<file path="src/rtl/cpu_types_pkg.sv">
// Shared types for the pipeline memory subsystem: RAM handshake states,
// arbiter FSM states and the native machine word.
package cpu_types_pkg;

  // Status reported by the RAM model each cycle.
  typedef enum logic [1:0] {
    FREE   = 2'd0,
    BUSY   = 2'd1,
    ACCESS = 2'd2,
    ERROR  = 2'd3
  } ramstate_t;

  // Arbiter ownership of the single RAM port.
  typedef enum logic [1:0] {
    IDLE  = 2'd0,
    ISERV = 2'd1,
    DSERV = 2'd2
  } arb_state_t;

  typedef logic [31:0] word_t;

endpackage

</file>
<file path="src/rtl/arb_watchdog.sv">
// Service-time watchdog for the memory arbiter. Counts cycles while an access
// stays in service and flags the cycle in which the budget is used up.
module arb_watchdog #(
  parameter int unsigned TIMEOUT = 64
) (
  input  logic CLK,
  input  logic nRST,
  input  logic run,      // in a service state and staying there next cycle
  output logic expired   // this is the last allowed service cycle
);

  logic [7:0] timer_q, timer_d;

  // Count while the access continues; any exit to IDLE clears the count.
  always_comb begin
    timer_d = run ? timer_q + 8'd1 : 8'd0;
  end

  // Timer register.
  always_ff @(posedge CLK or negedge nRST) begin
    if (!nRST) begin
      timer_q <= 8'd0;
    end else begin
      timer_q <= timer_d;
    end
  end

  assign expired = (timer_q == 8'(TIMEOUT - 1));

endmodule

</file>
<file path="src/rtl/mem_arbiter.sv">
// Single-port RAM arbiter between instruction fetch and the MEM-stage data
// path. Data has priority, a streak limiter guarantees fetch progress, and a
// watchdog converts a hung access into an error completion.
module mem_arbiter
  import cpu_types_pkg::*;
#(
  parameter int unsigned ADDR_W      = 32,
  parameter int unsigned DATA_W      = 32,
  parameter int unsigned MAX_DSTREAK = 4,
  parameter int unsigned TIMEOUT     = 64
) (
  input  logic              CLK,
  input  logic              nRST,
  // fetch port
  input  logic              iREN,
  input  logic [ADDR_W-1:0] iaddr,
  output logic              iwait,
  output logic [DATA_W-1:0] iload,
  output logic              ierr,
  // data port
  input  logic              dREN,
  input  logic              dWEN,
  input  logic [ADDR_W-1:0] daddr,
  input  logic [DATA_W-1:0] dstore,
  output logic              dwait,
  output logic [DATA_W-1:0] dload,
  output logic              derr,
  // RAM port
  output logic              ramREN,
  output logic              ramWEN,
  output logic [ADDR_W-1:0] ramaddr,
  output logic [DATA_W-1:0] ramstore,
  input  logic [DATA_W-1:0] ramload,
  input  logic [1:0]        ramstate
);

  localparam logic [3:0] MaxStreak = 4'(MAX_DSTREAK);

  arb_state_t state_q, state_d;
  logic [3:0] streak_q, streak_d;
  ramstate_t  rs;
  logic       expired;
  logic       run;
  logic       done;
  logic       bad;

  assign rs = ramstate_t'(ramstate);

  // A timed-out access completes as an error unless the RAM answers that cycle.
  assign done = (rs == ACCESS) || (rs == ERROR) || expired;
  assign bad  = (rs == ERROR) || ((rs != ACCESS) && expired);
  assign run  = (state_q != IDLE) && (state_d == state_q);

  arb_watchdog #(
    .TIMEOUT(TIMEOUT)
  ) u_watchdog (
    .CLK    (CLK),
    .nRST   (nRST),
    .run    (run),
    .expired(expired)
  );

  // State and streak registers.
  always_ff @(posedge CLK or negedge nRST) begin
    if (!nRST) begin
      state_q  <= IDLE;
      streak_q <= 4'd0;
    end else begin
      state_q  <= state_d;
      streak_q <= streak_d;
    end
  end

  // Grant decision, RAM port steering and requester handshake outputs.
  always_comb begin
    state_d  = state_q;
    streak_d = streak_q;
    ramREN   = 1'b0;
    ramWEN   = 1'b0;
    ramaddr  = '0;
    ramstore = '0;
    iwait    = 1'b1;
    dwait    = 1'b1;
    ierr     = 1'b0;
    derr     = 1'b0;
    iload    = '0;
    dload    = '0;

    unique case (state_q)
      IDLE: begin
        // Data wins ties unless it has already starved a waiting fetch.
        if ((dREN || dWEN) && !(iREN && (streak_q == MaxStreak))) begin
          state_d = DSERV;
          if (!iREN) begin
            streak_d = 4'd0;
          end else if (streak_q != MaxStreak) begin
            streak_d = streak_q + 4'd1;
          end
        end else if (iREN) begin
          state_d  = ISERV;
          streak_d = 4'd0;
        end
      end

      ISERV: begin
        ramaddr = iaddr;
        if (!iREN) begin
          // Fetch withdrawn (flush): release the RAM without a handshake.
          state_d = IDLE;
        end else begin
          ramREN = 1'b1;
          if (done) begin
            iwait   = 1'b0;
            ierr    = bad;
            iload   = ramload;
            state_d = IDLE;
          end
        end
      end

      DSERV: begin
        // Live pass-through: the MEM stage holds its operands while waiting.
        ramREN   = dREN;
        ramWEN   = dWEN;
        ramaddr  = daddr;
        ramstore = dstore;
        if (!(dREN || dWEN)) begin
          state_d = IDLE;
        end else if (done) begin
          dwait   = 1'b0;
          derr    = bad;
          dload   = ramload;
          state_d = IDLE;
        end
      end

      default: begin
        state_d = IDLE;
      end
    endcase
  end

endmodule
</file>
<file path="config.mk">
export PLATFORM = sky130hd
export DESIGN_NAME = mem_arbiter
export DESIGN_NICKNAME = d
export VERILOG_FILES = /design/src/rtl/cpu_types_pkg.sv /design/src/rtl/arb_watchdog.sv /design/src/rtl/mem_arbiter.sv
export SDC_FILE = /design/constraint.sdc
export NUM_CORES = 1
export LEC_CHECK = 0
export ABC_AREA = 1
export BUFFER_PORTS_ARGS = -buffer_cell sky130_fd_sc_hd__buf_2
export CORE_AREA = 2 2 104 106
export CTS_BUF_LIST = sky130_fd_sc_hd__clkbuf_4
export DETAILED_ROUTE_END_ITERATION = 16
export DIE_AREA = 0 0 106 108
export GPL_ROUTABILITY_DRIVEN = 0
export PLACE_DENSITY_LB_ADDON = 0.2
export SLEW_MARGIN = 0
export SYNTH_ARGS = -nofsm -noshare
export SYNTH_HDL_FRONTEND = slang
export SYNTH_SLANG_ARGS = --single-unit
</file>
<file path="constraint.sdc">
create_clock -name CLK -period 1.68 [get_ports CLK]
set_input_delay 0.336 -clock CLK [delete_from_list [all_inputs] [get_ports CLK]]
set_output_delay 0.336 -clock CLK [all_outputs]
set_load 0.03 [all_outputs]
</file>
==> summary.md <==
| Metric | Value |
|---|---|
| Max_slew headroom | between 70% and 80% |
| Total Nets Final | 847 |
| Largest fanout on the critical path | 8 |
| Unique masters post-synth | 21 |
| WP data required | 1340 ps |
| Sequential area share after synthesis | 18.1% |
| First-iteration detailed-routing DRC count | 109 |
| Worst Path Arrival | 1760 ps |
| Chip width | 106 µm |
| WL met2 | slightly above 7000 µm |
| Final hold slack | 431 ps |
| Overall Global Routing Usage | around 18% |
| Failing checks | negative setup slack |
| Worst-path clk slew | 80 ps |
| Multi-input logic area | 2430 µm² |
| Gate power share | 92.5% |
| Syn_nets | 525 |
| CTS tree | built |
| Largest net degree at the start of global routing | 27 |
| Leakage | 3.23 nW |
| Final hold vios | 0 |
| Post-synth top flop | dfrtp_1 |
| Port bufs | 268 |
| Maxcap violations | 0 |
| DRT met1 WL | 4020 µm |
| Fmax achieved | 0.477 GHz |
| Area growth, synth to finish | 230% |
| Final ANT Viol Nets | 0 |
| Routed wl met3 | 928 µm |
| Synth async-reset ratio | 100% |
| Worst hold stages | 3 |
| Yosys warnings | 0 |
| Final setup margin | -415 ps |
| Psw | 4.50 mW |
| Vias in the first global route | 3570 |
| Minimum setup slack after placement | -239 ps |
| Clk pwr share | 2.2% |
| Die height | 108 µm |
| Max Root-Sink Buffers | 2 |
| Critical Path End Type | output pin |
| Syn_area_per_cell | between 5 and 6 µm² |
| DR vias/cell | 4.32 |
| Gr ovfl total | 0 |
| Setup TNS | -46700 ps |
| Net Sw Frac | 52.2% |
| Overall Power | 8.64 mW |
| Reg2reg path depth | 15 |
| CP Class | reg2out |
| Reg2reg start | state_q[1] |
| Hold Path Class | in2reg |
| Cells along the critical path | ha_2, nand3_2, nor2_2, nor2_2, inv_2, nand3_4, buf_16, nor2_4, buf_6 |
| Startpoint Class | flip-flop |
| RSZ-0062 raised after global routing | yes |
| Cell count after synthesis | 383 |
| Hpwl dp | slightly above 8000 µm |
| CTS sink count | 14 |
| Crit path max-delay cell type | dfrtp_1 |
| DRT Pass-1 Iters | 6 |
| First-pass GRT wire length | 17000 µm |
| Clock Skew | about 2.8 ps |
| Share of layout cells above drive strength 1 | 80.4% |
| Num CTS Buffers | 3 |
| Rows | 37 |
| Hold Startpoint | iREN |
| Post-synth EDFFs | 0 |
| Most frequent CP cell | nor2_2 |
| Status | finished with violations |
| Fin. max-slew vios | 0 |
| Highest metal used | met5 |
| # IOs | 269 |
| Int Pwr | 4.13 mW |
| Power share of the sequential group | ~5.3% |
| Pwr/cell area | 1350 nW/µm² |
| Starting Density | 19.0% |
| Wirelength per Cell | 14.7 µm |
| Final period util | 125% |
| Initial antenna violation count | 2 |
| H-tree Lvls | 1 |
| Final Util | 62.7% |
| DRC Markers | 0 |
| Register area | 350 µm² |
| Worst-skew pair later-pin latency | about 280 ps |
| Filler cells | 831 |
| Crit path from | u_watchdog.timer_q[0] |
| Peak VDD IR | between 0.0009 and 0.001 V |
| Root Driver | clkbuf_4 |
| Crit path largest cell delay | 360 ps |
| Synthesized area | 1940 µm² |
| DRT Wirelength | between 10000 and 15000 µm |
| Fin crit period | 2090 ps |
| Die Footprint | 11400 µm² |
| Placeable Area | 10200 µm² |
| Final setup vio count | 143 |
| DR vias | 3628 |
| FF+latch count, synth | 14 |
| Least-Margin Pin Slew | 313 ps |
cell usage in the layout (no fill, tap or decap), types with 7 or more instances in the layout:
cell / instances
buf_2: 134
buf_6: 133
nor2_4: 61
nand2_2: 50
inv_1: 48
nand2_1: 43
buf_4: 41
inv_2: 35
a21oi_4: 35
nand2_4: 24
dfrtp_1: 14
buf_12: 12
nor2_2: 10
buf_16: 8
nor2_1: 7
worst max-delay path: cells and delay by family, from the launching register on:
kind | cells | cell delay, ps
AND/OR/NAND/NOR | 5 | 490
buffers and inverters | 3 | 430
adder cells (fa/ha/maj) | 1 | 190
flip-flops | 1 | 360
registers in the layout, summed over array words and instances (netlist names):
signal              count
u_watchdog.timer_q      8
streak_q                4
state_q                 2
what timing repair did:
action | CTS | global route
cloned | 8 | 6
hold endpoints to repair | 14 | 0
gates resized for setup | 298 | 147
hold buffers | 1 | 0
setup endpoints to repair | 144 | 144
pin swaps | 9 | 10
buffers inserted | 13 | 6
power by group through the flow:
stage          combinational (mW)  sequential (mW)  clock (mW)
2_1_floorplan                3.51            0.460           0
3_3_place_gp                 4.90            0.459           0
3_5_place_dp                 4.94            0.466           0
4_1_cts                      6.88            0.452       0.195
5_1_grt                      8.37            0.464       0.216
6_report                     7.99            0.456       0.193
path summary, 6_finish.rpt:
kind,slack (ps),to
worst max-delay path,-410,dload[16]
min in group asynchronous,460,u_watchdog.timer_q[7]
max in group asynchronous,980,streak_q[1]
worst min register to register,510,streak_q[2]
worst min-delay path,430,streak_q[0]
worst max register to register,-180,u_watchdog.timer_q[3]
final cells by class:
type / count / share of cell area (%)
Multi-Input combinational cell: 265 / 37.9
Antenna cell: 1 / 0.0390
Clock buffer: 3 / 0.351
Inverter: 84 / 5.11
Sequential cell: 14 / 5.47
Tap cell: 136 / 2.65
Timing Repair Buffer: 337 / 48.5
kinds of logic after synthesis:
| family | share of synthesized area [%] |
|---|---|
| DFF | 18.1 |
| and+or+nand+nor | 42.5 |
| xor gates and xnor gates | 2.71 |
| adders and majority gates | 4.51 |
| buffers and inverters | 20.6 |
| AOI/OAI and AO/OA | 11.6 |
per-stage QoR:
step | cells | instance area (µm²)
CTS | 829 | 5890
floorplan | 383 | 2880
detailed placement | 804 | 4590
global route | 840 | 6410
finish | 840 | 6410
global placement | 804 | 4590
cells in the mapped netlist, types with 3 or more instances:
library cell / count / area share, %
buf_1: 7 / 1.4
nand3_1: 6 / 1.5
nand2_1: 116 / 22
inv_1: 84 / 16
clkbuf_1: 5 / 0.97
o21ai_0: 3 / 0.77
xnor2_1: 3 / 1.4
a21oi_1: 38 / 9.8
ha_1: 7 / 4.5
nor2_1: 78 / 15
dfrtp_1: 14 / 18
xor2_1: 3 / 1.4
nand3_2: 3 / 1.5
buf_2: 8 / 2.1
layer usage:
layer,GRT usage (%),up-vias
met1,18.2,1666
met2,38.0,176
met4,3.67,2
met3,4.46,18
li1,-,1766
met5,0,-
Note: power is estimated with default switching activity, not from simulation.
